===== src/rtl/prim_esc_ping_array.sv =====
// Multi-channel escalation link harness: NumCh sender/receiver pairs with per-wire fault
// injection, a round-robin ping sweeper with programmable timeout, and sticky failure status.
module prim_esc_ping_array #(
  parameter  int unsigned NumCh    = 4,
  parameter  int unsigned TimeoutW = 8,
  localparam int unsigned ChW      = (NumCh > 1) ? $clog2(NumCh) : 1
) (
  input  logic                clk_i,
  input  logic                rst_ni,
  input  logic [NumCh-1:0]    resp_err_pi,
  input  logic [NumCh-1:0]    resp_err_ni,
  input  logic [NumCh-1:0]    esc_err_pi,
  input  logic [NumCh-1:0]    esc_err_ni,
  input  logic [NumCh-1:0]    esc_en_i,
  input  logic                ping_start_i,
  input  logic [TimeoutW-1:0] ping_timeout_i,
  input  logic                clr_i,
  output logic [NumCh-1:0]    esc_en_o,
  output logic [NumCh-1:0]    integ_fail_o,
  output logic [NumCh-1:0]    integ_fail_sticky_o,
  output logic [NumCh-1:0]    ping_timeout_o,
  output logic                ping_busy_o,
  output logic                ping_done_o,
  output logic [ChW-1:0]      ping_ch_o
);

  // Sweeper states:
  //   SwIdle | waiting for ping_start_i, ch and cnt held at 0
  //   SwPing | pinging channel ch (or skipping it if it is escalating)
  //   SwNext | advance to the next channel or finish
  //   SwDone | one-cycle done pulse
  typedef enum logic [1:0] {SwIdle, SwPing, SwNext, SwDone} sw_state_e;
  typedef enum logic [1:0] {TxIdle, TxPing, TxWait, TxEsc} tx_state_e;
  typedef enum logic [1:0] {RxIdle, RxCheck, RxEsc} rx_state_e;

  logic [NumCh-1:0] ping_en;
  logic [NumCh-1:0] ping_ok;
  logic [NumCh-1:0] integ_fail;
  logic [NumCh-1:0] esc_en;

  // A ping is a single-cycle pulse on esc_p; escalation holds esc_p for two or more cycles.
  // Wire pairs are {P, N}; equal P and N on either pair signals an integrity failure.
  for (genvar i = 0; i < NumCh; i++) begin : g_ch
    tx_state_e  tx_state_q, tx_state_d;
    rx_state_e  rx_state_q, rx_state_d;
    logic [1:0] resp_q, resp_d;
    logic [1:0] esc_tx, esc_rx;
    logic       tx_active;
    logic       sigint;

    assign tx_active = (tx_state_q == TxPing) || (tx_state_q == TxEsc);
    assign esc_tx    = {tx_active, ~tx_active} ^ {esc_err_pi[i], esc_err_ni[i]};
    assign esc_rx    = resp_q ^ {resp_err_pi[i], resp_err_ni[i]};
    assign sigint    = (esc_tx[1] == esc_tx[0]);

    assign integ_fail[i] = (esc_rx[1] == esc_rx[0]);
    assign ping_ok[i]    = (tx_state_q == TxWait) && (esc_rx == 2'b10);
    assign esc_en[i]     = (rx_state_q == RxEsc);

    always_comb begin
      tx_state_d = tx_state_q;
      case (tx_state_q)
        TxIdle: begin
          if (esc_en_i[i]) begin
            tx_state_d = TxEsc;
          end else if (ping_en[i]) begin
            tx_state_d = TxPing;
          end
        end
        TxPing: tx_state_d = TxWait;
        TxWait: tx_state_d = esc_en_i[i] ? TxEsc : TxIdle;
        TxEsc: begin
          if (!esc_en_i[i]) begin
            tx_state_d = TxIdle;
          end
        end
        default: tx_state_d = TxIdle;
      endcase
    end

    // On a corrupted escalation pair the receiver answers with equal response wires so the
    // sender sees the failure too.
    always_comb begin
      rx_state_d = rx_state_q;
      resp_d     = 2'b01;
      if (sigint) begin
        rx_state_d = RxIdle;
        resp_d     = 2'b11;
      end else begin
        case (rx_state_q)
          RxIdle: begin
            if (esc_tx[1]) begin
              rx_state_d = RxCheck;
              resp_d     = 2'b10;
            end
          end
          RxCheck: begin
            if (esc_tx[1]) begin
              rx_state_d = RxEsc;
              resp_d     = {~resp_q[1], resp_q[1]};
            end else begin
              rx_state_d = RxIdle;
            end
          end
          RxEsc: begin
            if (esc_tx[1]) begin
              resp_d = {~resp_q[1], resp_q[1]};
            end else begin
              rx_state_d = RxIdle;
            end
          end
          default: rx_state_d = RxIdle;
        endcase
      end
    end

    always_ff @(posedge clk_i or negedge rst_ni) begin
      if (!rst_ni) begin
        tx_state_q <= TxIdle;
        rx_state_q <= RxIdle;
        resp_q     <= 2'b01;
      end else begin
        tx_state_q <= tx_state_d;
        rx_state_q <= rx_state_d;
        resp_q     <= resp_d;
      end
    end
  end

  sw_state_e           state_q, state_d;
  logic [ChW-1:0]      ch_q, ch_d;
  logic [TimeoutW-1:0] cnt_q, cnt_d;
  logic [NumCh-1:0]    tmo_q, tmo_d, tmo_set;
  logic [NumCh-1:0]    integ_q, integ_d;
  logic                skip;

  // An escalating channel is only skipped when it is already escalating on PING entry.
  assign skip = (state_q == SwPing) && (cnt_q == '0) && esc_en_i[ch_q];

  always_comb begin
    ping_en = '0;
    if ((state_q == SwPing) && !skip) begin
      ping_en[ch_q] = 1'b1;
    end
  end

  always_comb begin
    state_d = state_q;
    ch_d    = ch_q;
    cnt_d   = cnt_q;
    tmo_set = '0;
    case (state_q)
      SwIdle: begin
        ch_d  = '0;
        cnt_d = '0;
        if (ping_start_i) begin
          state_d = SwPing;
        end
      end
      SwPing: begin
        if (cnt_q != {TimeoutW{1'b1}}) begin
          cnt_d = cnt_q + TimeoutW'(1);
        end
        if (skip || ping_ok[ch_q]) begin
          state_d = SwNext;
        end else if ((ping_timeout_i != '0) && (cnt_q == ping_timeout_i - TimeoutW'(1))) begin
          tmo_set[ch_q] = 1'b1;
          state_d       = SwNext;
        end
      end
      SwNext: begin
        cnt_d = '0;
        if (ch_q == ChW'(NumCh - 1)) begin
          state_d = SwDone;
        end else begin
          ch_d    = ch_q + ChW'(1);
          state_d = SwPing;
        end
      end
      SwDone: begin
        ch_d    = '0;
        state_d = SwIdle;
      end
      default: state_d = SwIdle;
    endcase
    tmo_d   = (clr_i ? '0 : tmo_q) | tmo_set;
    integ_d = (clr_i ? '0 : integ_q) | integ_fail;
  end

  always_ff @(posedge clk_i or negedge rst_ni) begin
    if (!rst_ni) begin
      state_q <= SwIdle;
      ch_q    <= '0;
      cnt_q   <= '0;
      tmo_q   <= '0;
      integ_q <= '0;
    end else begin
      state_q <= state_d;
      ch_q    <= ch_d;
      cnt_q   <= cnt_d;
      tmo_q   <= tmo_d;
      integ_q <= integ_d;
    end
  end

  assign esc_en_o            = esc_en;
  assign integ_fail_o        = integ_fail;
  assign integ_fail_sticky_o = integ_q;
  assign ping_timeout_o      = tmo_q;
  assign ping_busy_o         = (state_q != SwIdle);
  assign ping_done_o         = (state_q == SwDone);
  assign ping_ch_o           = ch_q;

endmodule


===== config.mk =====
export PLATFORM = sky130hd
export DESIGN_NAME = prim_esc_ping_array
export DESIGN_NICKNAME = d
export VERILOG_FILES = /design/src/rtl/prim_esc_ping_array.sv
export SDC_FILE = /design/constraint.sdc
export NUM_CORES = 1
export LEC_CHECK = 0
export ABC_AREA = 1
export CORE_MARGIN = 4
export CORE_UTILIZATION = 30
export CTS_CLUSTER_SIZE = 24
export DETAILED_ROUTE_END_ITERATION = 8
export GPL_TIMING_DRIVEN = 0
export PLACE_DENSITY = 0.51
export SYNTH_ARGS = -nofsm -noshare
export SYNTH_HDL_FRONTEND = slang
export SYNTH_SLANG_ARGS = --single-unit

===== constraint.sdc =====
create_clock -name clk_i -period 4.6 [get_ports clk_i]
set_clock_uncertainty 0.1 [all_clocks]
set_input_delay 0.92 -clock clk_i [delete_from_list [all_inputs] [get_ports clk_i]]
set_output_delay 0.92 -clock clk_i [all_outputs]
set_load 0.005 [all_outputs]

Word level (Yosys, flattened, before mapping)
Cells that the tools add are included.
- input port bits: 32
- word-level logic and storage cells: 221
- bits in registers: 44
- output and inout bits: 20
- equality and inequality tests: 58
- bitwise gates (word level): 18
- reductions and logical operators: 46
- muxes and demuxes: 77
- magnitude comparators: 2
- $add $sub $neg: 3
- operators by type and width (cell ; count):
    $mux 2 ; 49
    $pmux 2 s4 ; 5
    $eq 2x2->1 const B ; 19
    $mux 4 ; 6
    $ne 3x3->1 const B ; 8
    $pmux 2 s3 ; 4
    $reduce_and 2->1 ; 11
    $pmux 2 s2 ; 5
    $eq 2x1->1 const B ; 9
    $logic_not 2->1 ; 9
    $pmux 8 s2 ; 1
    $xor 2x2->2 ; 8
    $ne 2x2->1 const B ; 6
    $ne 3x2->1 const B ; 4
    $reduce_or 2->1 ; 6
    $logic_and 1x1->1 ; 9
    $add 8x1->8 const B ; 1
    $eq 1x1->1 ; 8
    $eq 8x8->1 ; 1
    $logic_not 8->1 ; 1
    $mux 8 ; 1
    $ne 8x8->1 const B ; 1
    $not 1->1 ; 8
    $or 4x4->4 ; 2
    other kinds (13) ; 22

Longest topological paths before layout
Gate-level depths: netlist of the first run.
- word-level depth: 9
- depth in mapped cells: 14
- mapped depth without buffers: 14

Worst setup path before layout of the first run
Ideal clock, no wire load.
- kind: in2out
- start point: input port resp_err_pi[0]
- end point: output port integ_fail_o[0]
- arrival time: 1372 ps
- buffers on the path: 0
- data required time: 3580 ps
- slack: 2208 ps
- stages on the path: 2
- cells stage by stage: xor2_1 ha_1
- cells in the longest elaborated chain, start to end: 2
- RTL lines (item ; line ; RTL):
    from (decl) ; 10 ; input logic [NumCh-1:0] resp_err_pi,
    $xor 2x2->2 ; 53 ; assign esc_rx = resp_q ^ {resp_err_pi[i], resp_err_ni[i]};
    $eq 1x1->1 ; 56 ; assign integ_fail[i] = (esc_rx[1] == esc_rx[0]);
    to (decl) ; 19 ; output logic [NumCh-1:0] integ_fail_o,
No other way between the ends.

Final worst setup path of the first run
Ends and elaborated chain as after synthesis.

==> metrics.cfg, run 1 <==
[clocking]
path_clk_slew_ns = 0.08
cts_buffer_depth = 2
clkLatencyLatePin_ns = 0.29
postCtsResizedCells = 0
cts.repair_timing.setup_buffer_count = 0
htree_num_levels = 2
cts.sinks = 44
cts_tree = built
cts-root-buf = sky130_fd_sc_hd__clkbuf_8
number_of_clock_buffers_inserted_by_tritoncts = 5
ctsHoldBuffers = 0

[worst_setup_path]
crit_chain = clkdlybuf4s50_1, xor2_1, ha_1, clkdlybuf4s50_1
cp-start-kind = primary input
critical-path-slowest-cell = sky130_fd_sc_hd__clkdlybuf4s50_1
critical_path.max_stage_delay_ns = 0.52
endpoint_kind = primary output
worstPathMaxFanout = 2
worstSetupPathType = in -> out
critical_path_arrival_ns = 2.36
setup.reg_to_reg.worst_slack_ns = 2.74
cp.required_ns = 3.58
crit_path_frequent_cell = sky130_fd_sc_hd__clkdlybuf4s50_1

[synthesis]
post_synth_inst_count = 363
synth_edf_count = 0
synth_register_bits = 44
netlist-cell-type-count = 29
postSynth.topFlopCell = sky130_fd_sc_hd__dfrtp_1
postSynth.asyncResetShare_pct = 100.0
synth.avg_cell_area_um2 = 8.145
synth_sequential_area_ratio_pct = 37.41
synth.net_count = 427
synth_area_mm2 = 0.002957
ys.warnings.count = 0

[layout]
syn_to_final_growth_pct = 27.59
final_layout_size_suffix_gt1_share_pct = 8.057
finalNetCount = 486
finalInstanceArea_mm2 = 0.003772
antenna_cells = 0
layout_commonest_cell = sky130_fd_sc_hd__nand2_1
number_of_inserted_filler_cells_in_the_final_layout = 973
most-common-layout-cells = 66 x sky130_fd_sc_hd__nand2_1, 53 x sky130_fd_sc_hd__inv_1, 50 x sky130_fd_sc_hd__clkdlybuf4s50_1

[global_route]
grt_first_pass_wirelength_um = 11160
grt-ovfl-total = 0
gr-usage-all-layers_pct = 11.85
largest_net_degree_at_the_start_of_global_routing = 35
vias_in_the_first_global_route = 2485
number_of_antenna_violations_at_the_first_check_in_global_routing = 0

[detailed_routing]
drc = 0
average_wire_per_cell_in_the_routed_design_um = 11.60
dr.pass1.iters = 4
detail_route.wirelength_um = 6389
ant_nets = 0
detail_route.vias_per_cell = 4.494
drt_first_iter_violations = 56
route.vias.total = 2476

[timing]
setup_viol = 0
worst_pin_slew_ns = 0.4663
slew_headroom_pct = 68.69
timing.fmax_ghz = 0.2962
finalWorstPathRequiredPeriod_ns = 3.376
report.final.hold_viol_count = 0
layout_worst_path_cycle_share_pct = 73.38
hold_ws_ns = 0.3868
finalSetupTns_ns = 0
slew_viol_final = 0
rsz0062_at_grt = false

[place]
place.detailed.hpwl_um = 5126
port_buffers = 51
post_dp_cell_area_mm2 = 0.003643
globalplace.congestion = 0.7606

[job]
max_cap_viol_count = 0

[floorplanning]
placement_rows = 35
die_area_mm2 = 0.01151
starting_density_pct = 31.40
fp.coreArea_mm2 = 0.009415
num_io_pins = 52
die_h_um = 107.3
die_width_um = 107.3

[hold_path]
hold_path.class = reg -> reg

[power]
ir_drop_uv = 206.8
fin_total_pwr_mw = 1.704
static-leakage-power_nw = 1.776
cellPowerDensity_mw_per_mm2 = 451.8

[status]
run_status = completed

-- kinds of logic after synthesis --
logic type / after synthesis / share of synthesized area, %
DFF: 44 / 37.41
and+or+nand+nor: 156 / 25.35
adders and majority gates: 32 / 13.54
muxes: 1 / 0.3386
xor gates and xnor gates: 21 / 6.221
AOI/OAI and AO/OA: 52 / 9.649
buffers and inverters: 57 / 7.490
-- sequential cells by signal, indices dropped and copies added (netlist names) --
signal and cells:
integ_fail_sticky_o 4, g_ch.resp_q 8, ping_timeout_o 4, g_ch.rx_state_q 8, cnt_q 8, ping_ch_o 2, g_ch.tx_state_q 8, state_q 2
-- synth_stat cells, drive strengths merged, types with 5 or more instances --
cell / n / area (um2)
a21oi: 13 / 65.06
dfrtp: 40 / 1001
ha: 32 / 400.4
inv: 56 / 210.2
nand2: 70 / 272.8
nand3: 36 / 185.2
nand4: 10 / 62.56
nor2: 27 / 133.9
o21ai: 27 / 135.1
or2: 5 / 31.28
xnor2: 12 / 105.1
xor2: 9 / 78.83
-- per-stage QoR --
stage | setup WS (ns) | cells | utilization (%)
4_1_cts | 1.196 | 551 | 40.07
3_3_place_gp | 1.154 | 543 | 38.54
5_1_grt | 1.128 | 551 | 40.07
6_report | 1.224 | 551 | 40.07
2_1_floorplan | 2.208 | 363 | -
3_5_place_dp | 1.203 | 544 | 38.70
-- final timing paths --
check,depth (start not counted),endpoint,startpoint
setup / recovery,4,integ_fail_o[0],resp_err_pi[0]
hold / removal,1,integ_fail_sticky_o[1],integ_fail_sticky_o[1]
setup reg to reg,9,cnt_q[5],state_q[1]
hold reg to reg,1,integ_fail_sticky_o[1],integ_fail_sticky_o[1]
max in group asynchronous,2,g_ch[0].resp_q[0],rst_ni
min in group asynchronous,1,g_ch[1].rx_state_q[0],rst_ni
-- worst max-delay path, delay by kind of cell --
family / cells / cell delay, ns
adder cells (fa/ha/maj): 1 / 0.32
buffers and inverters: 2 / 0.94
XOR/XNOR: 1 / 0.17
-- layout make-up --
type	count	area, um2	area share, %
plain buffers	1	11.26	0.2985
flip-flops and latches	44	1106	29.32
well taps	129	161.4	4.279
repair buffers	52	525.5	13.93
clock inverters	2	60.06	1.592
multi-input cells	262	1629	43.18
clock buffers	5	68.82	1.824
inverters	56	210.2	5.572
-- routing by layer --
metal	wire length (um)	GRT usage, %	up-vias
li1	-	-	1301
met1	3001	15.61	1131
met2	2968	19.53	39
met3	357	2.999	5
met4	61	2.740	0
met5	0	0	-
-- power by group --
part / internal [mW] / total (mW) / switching (mW)
Clock: 0.214 / 0.346 / 0.132
Sequential: 0.489 / 0.570 / 0.0814
Combinational: 0.375 / 0.788 / 0.413
Power figures use the tool's default switching activity.
==> run 2: changes to the inputs <==
--- a/config.mk
+++ b/config.mk
@@ -11,7 +11,7 @@
 export CTS_CLUSTER_SIZE = 24
 export DETAILED_ROUTE_END_ITERATION = 8
 export GPL_TIMING_DRIVEN = 0
-export PLACE_DENSITY = 0.51
+export PLACE_DENSITY = 0.53
 export SYNTH_ARGS = -nofsm -noshare
 export SYNTH_HDL_FRONTEND = slang
 export SYNTH_SLANG_ARGS = --single-unit
==> constraint.sdc (replaced) <==
create_clock -name clk_i -period 2.8 [get_ports clk_i]
set_clock_uncertainty 0.1 [all_clocks]
set_input_delay 0.56 -clock clk_i [delete_from_list [all_inputs] [get_ports clk_i]]
set_output_delay 0.56 -clock clk_i [all_outputs]
set_load 0.005 [all_outputs]
==> run 2 against run 1 <==
Against the previous run:
- design area fell by 0.60%
- clock-buffer cell count rose by 2
- sequential share of layout area rose by 0.18 points
- worst setup slack got worse by 1.1 ns
- combinational power rose by 65%
- sequential power rose by 65%
- utilization fell by 0.24 points
==> metrics.cfg, run 2 (synthesis results as in run 1) <==
[status]
run_status = completed

[place]
post_dp_cell_area_mm2 = 0.003643
globalplace.congestion = 0.8100
place_worst_setup_slack_ns = 0.1320
place.detailed.hpwl_um = 5197
port_buffers = 51
dpl.cell_count = 544

[clocking]
postCtsResizedCells = 0
clkLatencyLatePin_ns = 0.30
cts-root-buf = sky130_fd_sc_hd__clkbuf_8
cts_buffer_depth = 2
number_of_clock_buffers_inserted_by_tritoncts = 5
cts.sinks = 44
cts.repair_timing.setup_buffer_count = 0
htree_num_levels = 2
path_clk_slew_ns = 0.08
ctsHoldBuffers = 0
cts_tree = built

[layout]
most-common-layout-cells = 66 x sky130_fd_sc_hd__nand2_1, 53 x sky130_fd_sc_hd__inv_1, 50 x sky130_fd_sc_hd__clkdlybuf4s50_1
syn_to_final_growth_pct = 26.83
layout_commonest_cell = sky130_fd_sc_hd__nand2_1
antenna_cells = 0
final_layout_size_suffix_gt1_share_pct = 7.801
finalNetCount = 486
finalNonFillerCells = 552
finalInstanceArea_mm2 = 0.003750

[detailed_routing]
average_wire_per_cell_in_the_routed_design_um = 11.66
drt_first_iter_violations = 47
drc = 0
route.vias.total = 2487
detail_route.wirelength_um = 6435
detail_route.vias_per_cell = 4.505
dr.pass1.iters = 4
ant_nets = 0

[global_route]
vias_in_the_first_global_route = 2455
number_of_antenna_violations_at_the_first_check_in_global_routing = 0
gr-usage-all-layers_pct = 11.78
grt-ovfl-total = 0
grt_first_pass_wirelength_um = 11060
largest_net_degree_at_the_start_of_global_routing = 25

[hold_path]
hold_path.class = in -> async

[timing]
report.final.hold_viol_count = 0
setup_slack_ns = 0.1450
hold_ws_ns = 0.1189
setup_viol = 0
rsz0062_at_grt = false
timing.fmax_ghz = 0.3766
worst_pin_slew_ns = 0.5085
slew_headroom_pct = 66.10
slew_viol_final = 0
layout_worst_path_cycle_share_pct = 94.82
finalWorstPathRequiredPeriod_ns = 2.655

[worst_setup_path]
cp.required_ns = 2.14
worstPathMaxFanout = 2
critical_path_arrival_ns = 1.99
worstSetupPathType = in -> out
endpoint_kind = primary output
cp-start-kind = primary input

[power]
static-leakage-power_nw = 1.765
ir_drop_uv = 367.0
cellPowerDensity_mw_per_mm2 = 724.1
fin_total_pwr_mw = 2.715

[job]
max_cap_viol_count = 0

[floorplanning]
placement_rows = 35
fp.coreArea_mm2 = 0.009415
num_io_pins = 52
die_h_um = 107.3
die_area_mm2 = 0.01151
die_width_um = 107.3
starting_density_pct = 31.40

==> run 2: final cells by class <==
cell class                 instances  area [um2]
clock inverter                     1       30.03
buffer                             1       11.26
sequential                        44        1106
inverter                          56       210.2
multi-input combinational        262        1629
clock buffer                       7       76.32
fill                             981        5665
tap                              129       161.4
timing repair buffer              52       525.5
==> run 2: power by group <==
group          leakage (nW)  switching, mW  internal (mW)
clock network        0.0524          0.212          0.267
registers             0.542          0.135          0.803
logic                  1.17          0.683          0.615
==> run 2: routing by layer <==
| layer | up-vias | share of wire [%] | GRT usage [%] |
|---|---|---|---|
| met4 | 0 | 0.96 | 2.740 |
| met2 | 44 | 46 | 19.26 |
| met5 | - | 0 | 0 |
| li1 | 1299 | - | - |
| met1 | 1139 | 48 | 15.70 |
| met3 | 5 | 5.1 | 2.879 |
==> run 2: worst max-delay path, stage by stage <==
cell,delay [ns]
sky130_fd_sc_hd__clkdlybuf4s50_1,0.43
sky130_fd_sc_hd__xor2_1,0.17
sky130_fd_sc_hd__ha_1,0.32
sky130_fd_sc_hd__clkdlybuf4s50_1,0.51
==> run 2: stage by stage <==
| stage | utilization, % | TNS (ns) |
|---|---|---|
| global placement | 38.54 | -10.08 |
| detailed placement | 38.70 | 0 |
| CTS | 39.83 | 0 |
| floorplan | - | 0 |
| finish | 39.83 | 0 |
| global route | 39.83 | 0 |
==> run 2: final timing paths <==
kind                                             start                     end  slack (ns)  depth (start not counted)
worst max-delay path                    resp_err_pi[0]         integ_fail_o[0]        0.15                          4
worst min-delay path                            rst_ni   g_ch[1].rx_state_q[0]        0.12                          1
worst max register to register              state_q[1]                cnt_q[5]        0.91                          9
worst min register to register  integ_fail_sticky_o[2]  integ_fail_sticky_o[2]        0.38                          1
max in group asynchronous                       rst_ni       g_ch[0].resp_q[0]        1.90                          2
min in group clk_i              integ_fail_sticky_o[2]  integ_fail_sticky_o[2]        0.38                          1
==> run 3: changes to the inputs <==
--- a/config.mk
+++ b/config.mk
@@ -10,7 +10,6 @@
 export CORE_UTILIZATION = 30
 export CTS_CLUSTER_SIZE = 24
 export DETAILED_ROUTE_END_ITERATION = 8
-export GPL_TIMING_DRIVEN = 0
 export PLACE_DENSITY = 0.53
 export SYNTH_ARGS = -nofsm -noshare
 export SYNTH_HDL_FRONTEND = slang
==> run 3 against run 2 <==
Against the previous run:
- cell count is 0.18% lower
- non-clock buffer count is 1 lower
- utilization is 0.39 points lower
- routed wire length is 0.31% higher
==> metrics.cfg, run 3 (synthesis results as in run 1) <==
[timing]
worst_pin_slew_ns = 0.5762
finalWorstPathRequiredPeriod_ns = 2.661
timing.fmax_ghz = 0.3758
layout_worst_path_cycle_share_pct = 95.03
rsz0062_at_grt = false
report.final.hold_viol_count = 0
slew_headroom_pct = 61.59
hold_ws_ns = 0.2325
setup_viol = 0
finalSetupTns_ns = 0
setup_slack_ns = 0.1393
slew_viol_final = 0

[floorplanning]
die_area_mm2 = 0.01151
placement_rows = 35
num_io_pins = 52
fp.coreArea_mm2 = 0.009415
die_width_um = 107.3
starting_density_pct = 31.40
die_h_um = 107.3

[layout]
finalInstanceArea_mm2 = 0.003714
layout_commonest_cell = sky130_fd_sc_hd__nand2_1
finalNetCount = 485
final_util_pct = 39.44
most-common-layout-cells = 66 x sky130_fd_sc_hd__nand2_1, 53 x sky130_fd_sc_hd__inv_1, 50 x sky130_fd_sc_hd__clkdlybuf4s50_1
antenna_cells = 0
syn_to_final_growth_pct = 25.60
finalNonFillerCells = 551
final_layout_size_suffix_gt1_share_pct = 7.820

[place]
place_worst_setup_slack_ns = 0.1321
port_buffers = 51
dpl.cell_count = 543
globalplace.congestion = 0.7851
place.detailed.hpwl_um = 5104
post_dp_cell_area_mm2 = 0.003620

[worst_setup_path]
worstSetupPathType = in -> out
worstPathMaxFanout = 2
worstRegToRegCells = 9
worstReg2RegEnd = cnt_q[5]
critical_path_arrival_ns = 2.00
cp.required_ns = 2.14
setup.reg_to_reg.worst_slack_ns = 0.87
endpoint_kind = primary output
cp-start-kind = primary input
reg2reg_from = state_q[0]

[clocking]
htree_num_levels = 2
postCtsResizedCells = 0
cts-root-buf = sky130_fd_sc_hd__clkbuf_8
cts_tree = built
cts.sinks = 44
clkLatencyLatePin_ns = 0.30
cts_buffer_depth = 2
number_of_clock_buffers_inserted_by_tritoncts = 5
ctsHoldBuffers = 0
path_clk_slew_ns = 0.08
cts.repair_timing.setup_buffer_count = 0

[power]
netSwitchingFraction_pct = 39.29
fin_total_pwr_mw = 2.631
cellPowerDensity_mw_per_mm2 = 708.5
power.internal_mw = 1.597
power.net_switching_mw = 1.034
static-leakage-power_nw = 1.746
ir_drop_uv = 330.4
power.sequential.fraction_pct = 35.8
power_frac_clock_pct = 16.0
pwr-share-comb_pct = 48.2

[hold_path]
hold_path.class = in -> async

[detailed_routing]
ant_nets = 0
route.vias.total = 2445
average_wire_per_cell_in_the_routed_design_um = 11.72
drt_first_iter_violations = 47
detail_route.wirelength_um = 6455
detail_route.vias_per_cell = 4.437
dr.pass1.iters = 4
drc = 0

[global_route]
vias_in_the_first_global_route = 2438
grt-ovfl-total = 0
number_of_antenna_violations_at_the_first_check_in_global_routing = 0
largest_net_degree_at_the_start_of_global_routing = 45
grt_first_pass_wirelength_um = 11020
gr-usage-all-layers_pct = 11.63

[job]
max_cap_viol_count = 0

[status]
run_status = completed

-- run 3: changes by cell type in the layout (fill, tap and decap cells not counted), sizes merged --
cell	delta
buf	-1
clkinvlp	+1
bufinv	-1
-- run 3: final cells by class --
cell class,instances,area [um2]
Clock buffer,7,86.33
Timing Repair Buffer,52,513.0
Inverter,56,210.2
Sequential cell,44,1106
Fill cell,970,5702
Tap cell,129,161.4
Clock inverter,1,7.507
Multi-Input combinational cell,262,1629
-- run 3: worst max-delay path by stage --
stage / startpoint / endpoint / slack [ns] / cells after the start
final: resp_err_pi[0] / integ_fail_o[0] / 0.14 / 4
after CTS: resp_err_pi[0] / integ_fail_o[0] / 0.12 / 4
after global routing: resp_err_pi[0] / integ_fail_o[0] / 0.06 / 4
after floorplan: ping_timeout_i[0] / state_q[1] / 0.94 / 14
after detailed placement: resp_err_pi[0] / integ_fail_o[0] / 0.13 / 4
after global placement: resp_err_pi[0] / integ_fail_o[0] / 0.13 / 4
-- run 3: worst max-delay path: stages --
cell                              delay [ns]
sky130_fd_sc_hd__clkdlybuf4s50_1        0.45
sky130_fd_sc_hd__xor2_1                 0.18
sky130_fd_sc_hd__ha_1                   0.30
sky130_fd_sc_hd__clkdlybuf4s50_1        0.51
-- run 3: power groups by stage --
stage	registers [mW]	logic, mW	clock network (mW)
2_1_floorplan	0.923	0.846	0
3_3_place_gp	0.950	1.26	0
3_5_place_dp	0.954	1.28	0
4_1_cts	0.943	1.29	0.444
5_1_grt	0.966	1.47	0.471
6_report	0.941	1.27	0.422
-- run 3: layer usage --
layer | vias up | track usage (%) | wire, um
met3 | 4 | 2.939 | 325
met1 | 1103 | 15.80 | 3225
met4 | 0 | 1.918 | 45
met5 | - | 0 | 0
li1 | 1297 | - | -
met2 | 41 | 18.95 | 2859
